File: config.mk
export PLATFORM = sky130hd
export DESIGN_NAME = ct_f_spsram_512x44_req_ctrl
export DESIGN_NICKNAME = d
export VERILOG_FILES = /design/src/rtl/ct_f_spsram_ctrl_pkg.sv /design/src/rtl/ct_f_spsram_rsp_fifo.sv /design/src/rtl/ct_f_spsram_512x44_req_ctrl.sv
export SDC_FILE = /design/constraint.sdc
export NUM_CORES = 1
export LEC_CHECK = 0
export BUFFER_PORTS_ARGS = -buffer_cell sky130_fd_sc_hd__buf_2
export CORE_MARGIN = 5
export CORE_UTILIZATION = 25
export CTS_CLUSTER_DIAMETER = 100
export DETAILED_ROUTE_END_ITERATION = 8
export PLACE_DENSITY = 0.59
export RECOVER_POWER = 50
export SLEW_MARGIN = 20
export SYNTH_ARGS = -nofsm -noshare
export SYNTH_HDL_FRONTEND = slang
export SYNTH_SLANG_ARGS = --single-unit
File: constraint.sdc
create_clock -name CLK -period 14.8 [get_ports CLK]
set_clock_uncertainty 0.15 [all_clocks]
set_input_delay 2.96 -clock CLK [delete_from_list [all_inputs] [get_ports CLK]]
set_output_delay 2.96 -clock CLK [all_outputs]
set_load 0.02 [all_outputs]
File: src/rtl/ct_f_spsram_ctrl_pkg.sv
// Shared constants and FSM encoding for the 512x44 single-port SRAM request controller.
package ct_f_spsram_ctrl_pkg;

    localparam int unsigned SRAM_ADDR_WIDTH = 9;
    localparam int unsigned SRAM_DATA_WIDTH = 44;
    localparam int unsigned SRAM_WRAP_SIZE  = 22;
    localparam int unsigned SRAM_DEPTH      = 512;

    typedef enum logic {
        ST_INIT = 1'b0,
        ST_RUN  = 1'b1
    } ctrl_state_e;

endpackage

File: src/rtl/ct_f_spsram_rsp_fifo.sv
// Two-entry read-response FIFO.
// Ports: CLK/RST, push + push_data (tail write), pop (head release, ignored when empty),
//        occ (entries held), vld (not empty), rdata (head entry).
module ct_f_spsram_rsp_fifo
    import ct_f_spsram_ctrl_pkg::*;
#(
    parameter int unsigned DATA_WIDTH = SRAM_DATA_WIDTH
) (
    input  logic                  CLK,
    input  logic                  RST,
    input  logic                  push,
    input  logic [DATA_WIDTH-1:0] push_data,
    input  logic                  pop,
    output logic [1:0]            occ,
    output logic                  vld,
    output logic [DATA_WIDTH-1:0] rdata
);

    logic [DATA_WIDTH-1:0] mem_q [2];
    logic                  wr_ptr_q;
    logic                  rd_ptr_q;
    logic [1:0]            occ_q;
    logic                  pop_ok;

    assign pop_ok = pop & vld;
    assign occ    = occ_q;
    assign vld    = (occ_q != 2'd0);
    assign rdata  = mem_q[rd_ptr_q];

    // Storage, pointers and occupancy; push+pop together leaves occupancy unchanged.
    always_ff @(posedge CLK or posedge RST) begin
        if (RST) begin
            for (int i = 0; i < 2; i++) begin
                mem_q[i] <= '0;
            end
            wr_ptr_q <= 1'b0;
            rd_ptr_q <= 1'b0;
            occ_q    <= 2'd0;
        end else begin
            if (push) begin
                mem_q[wr_ptr_q] <= push_data;
                wr_ptr_q        <= ~wr_ptr_q;
            end
            if (pop_ok) begin
                rd_ptr_q <= ~rd_ptr_q;
            end
            case ({push, pop_ok})
                2'b10:   occ_q <= occ_q + 2'd1;
                2'b01:   occ_q <= occ_q - 2'd1;
                default: occ_q <= occ_q;
            endcase
        end
    end

endmodule

File: src/rtl/ct_f_spsram_512x44_req_ctrl.sv
// Initiator-side controller for a 512x44 single-port SRAM macro (active-low strobes).
// Zero-fills the array after reset, then turns valid/ready requests into macro accesses
// and returns read data through a 2-entry response buffer.
// Ports: CLK/RST; req_* request channel (req_rdy out); rsp_* response channel (rsp_rdy in);
//        init_done (sticky); sram_A/CEN/GWEN/WEN/D to the macro, sram_Q from the macro.
module ct_f_spsram_512x44_req_ctrl
    import ct_f_spsram_ctrl_pkg::*;
#(
    parameter int unsigned ADDR_WIDTH    = SRAM_ADDR_WIDTH,
    parameter int unsigned DATA_WIDTH    = SRAM_DATA_WIDTH,
    parameter int unsigned WRAP_SIZE     = SRAM_WRAP_SIZE,
    parameter bit          INIT_ON_RESET = 1'b1
) (
    input  logic                  CLK,
    input  logic                  RST,
    input  logic                  req_vld,
    output logic                  req_rdy,
    input  logic                  req_wr,
    input  logic [ADDR_WIDTH-1:0] req_addr,
    input  logic [DATA_WIDTH-1:0] req_wdata,
    input  logic [1:0]            req_wmask,
    output logic                  rsp_vld,
    input  logic                  rsp_rdy,
    output logic [DATA_WIDTH-1:0] rsp_rdata,
    output logic                  init_done,
    output logic [ADDR_WIDTH-1:0] sram_A,
    output logic                  sram_CEN,
    output logic                  sram_GWEN,
    output logic [DATA_WIDTH-1:0] sram_WEN,
    output logic [DATA_WIDTH-1:0] sram_D,
    input  logic [DATA_WIDTH-1:0] sram_Q
);

    localparam int unsigned HI_WIDTH = DATA_WIDTH - WRAP_SIZE;

    ctrl_state_e           state_q, state_d;
    logic [ADDR_WIDTH-1:0] cnt_q, cnt_d;
    logic [ADDR_WIDTH-1:0] a_q;
    logic                  rd_pend_q;
    logic                  rd_issue;
    logic [1:0]            occ;
    logic                  pop;
    logic [2:0]            credit;
    logic                  can_accept;

    // Slots committed for the next cycle: buffered + in flight - leaving now.
    assign pop        = rsp_vld & rsp_rdy;
    assign credit     = 3'(occ) + 3'(rd_pend_q) - 3'(pop);
    assign can_accept = (credit < 3'd2);

    // State, sweep counter, address hold, read-pending flag and init flag.
    always_ff @(posedge CLK or posedge RST) begin
        if (RST) begin
            state_q   <= INIT_ON_RESET ? ST_INIT : ST_RUN;
            cnt_q     <= '0;
            a_q       <= '0;
            rd_pend_q <= 1'b0;
            init_done <= 1'b0;
        end else begin
            state_q   <= state_d;
            cnt_q     <= cnt_d;
            a_q       <= sram_A;
            rd_pend_q <= rd_issue;
            init_done <= (state_d == ST_RUN);
        end
    end

    // Next state and macro pin mux; pins idle while RST is held so reset values show at once.
    always_comb begin
        state_d   = state_q;
        cnt_d     = cnt_q;
        req_rdy   = 1'b0;
        rd_issue  = 1'b0;
        sram_CEN  = 1'b1;
        sram_GWEN = 1'b1;
        sram_WEN  = '1;
        sram_D    = '0;
        sram_A    = a_q;
        if (!RST) begin
            case (state_q)
                ST_INIT: begin
                    sram_CEN  = 1'b0;
                    sram_GWEN = 1'b0;
                    sram_WEN  = '0;
                    sram_A    = cnt_q;
                    cnt_d     = cnt_q + ADDR_WIDTH'(1);
                    if (cnt_q == ADDR_WIDTH'(SRAM_DEPTH - 1)) begin
                        state_d = ST_RUN;
                    end
                end
                ST_RUN: begin
                    req_rdy = can_accept;
                    if (req_vld && can_accept) begin
                        if (req_wr) begin
                            // An all-zero mask is consumed without touching the macro.
                            if (req_wmask != 2'b00) begin
                                sram_CEN  = 1'b0;
                                sram_GWEN = 1'b0;
                                sram_A    = req_addr;
                                sram_D    = req_wdata;
                                sram_WEN  = {{HI_WIDTH{~req_wmask[1]}}, {WRAP_SIZE{~req_wmask[0]}}};
                            end
                        end else begin
                            sram_CEN = 1'b0;
                            sram_A   = req_addr;
                            rd_issue = 1'b1;
                        end
                    end
                end
                default: state_d = ST_INIT;
            endcase
        end
    end

    // Macro Q is valid the cycle after a read access; capture it into the buffer tail then.
    ct_f_spsram_rsp_fifo #(
        .DATA_WIDTH (DATA_WIDTH)
    ) u_rsp_fifo (
        .CLK       (CLK),
        .RST       (RST),
        .push      (rd_pend_q),
        .push_data (sram_Q),
        .pop       (pop),
        .occ       (occ),
        .vld       (rsp_vld),
        .rdata     (rsp_rdata)
    );

endmodule
==> qor.json <==
{
  "status": {
    "status": "finished with violations",
    "failing_checks": "max-capacitance violations, max-slew violations"
  },
  "pwr": {
    "sequential_group_share_of_total_power": 0.380,
    "power.net_switching_uw": 326,
    "relative_contribution_of_the_clock_network_to_total_power": 0.281,
    "powerDensity_nw_per_um2": 130,
    "power.share.combinational": 0.339,
    "p_leak_nw": 3.85,
    "power.share.switching": 0.349,
    "cellInternalPower_uw": 607,
    "max-vdd-ir-drop_v": 0.0000599
  },
  "synth": {
    "postSynthNetCount": 540,
    "synth_warnings": 0,
    "seq_total_area_yosys": 0.494,
    "synthesis.area_um2": 5680,
    "synth.ff_latch_count": 112,
    "syn-instance-count": 431,
    "synth_cell_types": 36,
    "synth_enable_flop_cells": 0,
    "share_of_synthesized_registers_carrying_an_async_set_or_reset": 1.00,
    "synthFlopType": "sky130_fd_sc_hd__dfrtp_1",
    "avgSynthCellArea_um2": 13.2
  },
  "clock_network": {
    "clock_sink_count": 112,
    "cts_root_buffer": "sky130_fd_sc_hd__clkbuf_16",
    "ctsResizeCount": 0,
    "number_of_buffers_inserted_during_clock_tree_synthesis": 9,
    "cts-htree-levels": 3,
    "clock_tree_buf_depth": 2,
    "clk_latency_ns": 0.35,
    "cts_hold_repair.buffers": 0,
    "worst_setup_hold_path_clk_slew_ns": 0.08,
    "cts_tree": "yes",
    "post_cts.repair.setup_buffers": 0
  },
  "critical_path": {
    "max_stage_delay_on_crit_path_ns": 2.22,
    "classification_of_the_worst_setup_path": "in2out",
    "path_max_fanout": 65,
    "cell_breakdown_of_the_critical_path": "buf_2 > clkinvlp_2 > a31oi_2 > buf_2",
    "setup.worst_path.start_class": "input port",
    "cp.arrival_ns": 7.49,
    "cp_data_required_time_ns": 11.69,
    "crit_path_top_delay_cell": "sky130_fd_sc_hd__clkinvlp_2",
    "timing.critical_path.to_type": "output pin",
    "most_frequent_cp_cell": "sky130_fd_sc_hd__buf_2"
  },
  "die": {
    "core_area_um2": 22500,
    "die_width_um": 161,
    "dieArea_um2": 25800,
    "initial_core_util": 0.252,
    "floorplan.io_pins": 250,
    "fp-row-count": 55,
    "die_y_um": 161
  },
  "finish": {
    "drive_above_1_share": 0.656,
    "final_cell_count_no_fill": 921,
    "finalInstanceArea_um2": 7170,
    "design.final.nets": 740,
    "insertedDiodeCount": 0,
    "nFillCells": 2308,
    "syn_to_final_growth_pct": 26.2
  },
  "sta": {
    "setup_violations": 0,
    "finalHoldViolations": 0,
    "worstMarginPinSlew_ns": 2.96,
    "final_min_period_over_clock_period": 0.716,
    "maxSlewViolCount": 119,
    "fmax_ghz": 0.0944,
    "hold_slack_ns": 0.335,
    "slew_headroom": -0.984,
    "rsz0062_at_grt": "false",
    "tns_setup_ns": 0,
    "finalCriticalPeriod_ns": 10.60
  },
  "run": {
    "maxCapViolations": 2
  },
  "place": {
    "port-buffer-count": 249,
    "gpl.final_weighted_congestion": 0.889,
    "cell_count_after_placement": 905,
    "place_hpwl_um": 10700,
    "post_dp_cell_area_um2": 6870
  },
  "routing": {
    "wl_per_cell_um": 15.9,
    "detail_route.vias_per_cell": 4.34,
    "vias": 3998,
    "wl_um": 14600,
    "drc": 0,
    "detailedRoute.firstPassIterationCount": 4,
    "drtIter0Drc": 99,
    "route.antenna.remaining_nets": 0
  },
  "worst_hold_path": {
    "timing.hold.worst.class": "reg2reg"
  },
  "global_routing": {
    "grt_use_total": 0.111,
    "via_count_of_the_first_global_routing_pass": 4308,
    "grt_start_max_net_pins": 66,
    "antenna_violations_before_repair": 0,
    "grt_pass1_wl_um": 23000,
    "final_global_route_overflow_total": 0
  }
}
metal layers:
metal  wire length (um)  up-vias  GRT usage  share of wire
met1               5630     1930      0.118           0.39
met2               7460      167      0.205           0.51
met4                161        0     0.0295          0.011
met5                  0        -          0              0
met3               1360       10     0.0444          0.093
li1                   -     1891          -              -
sequential cells by signal (all words and copies together) (netlist names):
name / flops
u_rsp_fifo.mem_q: 88
a_q: 9
cnt_q: 9
u_rsp_fifo.occ: 2
rd_pend_q: 1
state_q: 1
u_rsp_fifo.rd_ptr_q: 1
u_rsp_fifo.wr_ptr_q: 1
synth_stat cells, drive strengths merged, types with 2 or more instances:
cell type | instances | area, um2
and2 | 11 | 78.8
nand4 | 3 | 18.8
xor2 | 8 | 70.1
buf | 59 | 442
xnor2 | 6 | 60.1
a31oi | 2 | 12.5
or3b | 2 | 20.0
nand2 | 4 | 15.0
nor3 | 3 | 15.0
clkbuf | 6 | 23.8
inv | 3 | 11.3
nor2 | 7 | 31.3
mux2 | 134 | 1510
and3 | 47 | 299
a221o | 9 | 101
ha | 4 | 50.1
dfrtp | 112 | 2800
path summary, 6_finish.rpt:
check	cells after the start	endpoint	slack, ns	start
max	4	sram_WEN[11]	4.20	RST
min	1	cnt_q[7]	0.34	cnt_q[7]
max reg2reg	8	a_q[7]	11.57	u_rsp_fifo.occ[1]
min reg2reg	1	cnt_q[7]	0.34	cnt_q[7]
max in group asynchronous	3	u_rsp_fifo.mem_q[27]	7.66	RST
min in group asynchronous	2	a_q[4]	3.35	RST
worst max-delay path, delay by kind of cell:
kind / cells / cell delay (ns)
buf+inv: 3 / 2.69
compound gates: 1 / 1.79
placed cells by master, fill, tap and decap left out, types with 2 or more instances in the layout:
| cell type | instances |
|---|---|
| sky130_fd_sc_hd__xor2_1 | 8 |
| sky130_fd_sc_hd__nor2_1 | 6 |
| sky130_fd_sc_hd__buf_2 | 235 |
| sky130_fd_sc_hd__ha_1 | 4 |
| sky130_fd_sc_hd__xnor2_1 | 5 |
| sky130_fd_sc_hd__clkbuf_1 | 15 |
| sky130_fd_sc_hd__clkbuf_16 | 9 |
| sky130_fd_sc_hd__inv_6 | 2 |
| sky130_fd_sc_hd__and3_1 | 46 |
| sky130_fd_sc_hd__and2_1 | 2 |
| sky130_fd_sc_hd__buf_4 | 4 |
| sky130_fd_sc_hd__nand4_1 | 3 |
| sky130_fd_sc_hd__nor3_1 | 3 |
| sky130_fd_sc_hd__mux2_2 | 134 |
| sky130_fd_sc_hd__and2_2 | 8 |
| sky130_fd_sc_hd__nand2_1 | 3 |
| sky130_fd_sc_hd__a221o_2 | 9 |
| sky130_fd_sc_hd__dfrtp_1 | 111 |
| sky130_fd_sc_hd__inv_1 | 2 |
cell type report:
type	count	area, um2	share of cell area
tap	285	357	0.0497
inverter	3	12.5	0.00175
clock buffer	10	239	0.0333
timing repair buffer	254	1260	0.176
clock inverter	6	83.8	0.0117
multi-input combinational	251	2410	0.336
sequential	112	2800	0.391
power by group through the flow:
stage                     Clock (mW)  Combinational [mW]  Sequential (mW)
after floorplan                    0               0.249            0.355
after global placement             0               0.322            0.360
after detailed placement           0               0.324            0.361
after CTS                      0.275               0.325            0.355
after global routing           0.288               0.345            0.359
final                          0.262               0.316            0.355
cells by family (layout without fill, tap and decap cells):
group | Yosys count | count (layout) | synth area share
buffers and inverters | 68 | 273 | 0.0839
adder cells (fa/ha/maj) | 5 | 5 | 0.0123
multiplexers | 134 | 134 | 0.266
AO/OA/AOI/OAI | 14 | 14 | 0.0271
flip-flops | 112 | 112 | 0.494
AND/OR/NAND/NOR | 84 | 84 | 0.0945
XOR/XNOR | 14 | 14 | 0.0229
per-stage QoR:
step / power (mW) / setup WS (ns) / util
after CTS: 0.955 / 5.90 / 0.320
after global placement: 0.683 / 5.98 / 0.305
after floorplan: 0.604 / 4.28 / -
after global routing: 0.992 / 3.06 / 0.319
final: 0.933 / 4.20 / 0.319
after detailed placement: 0.685 / 5.91 / 0.305
Power figures use the tool's default switching activity.
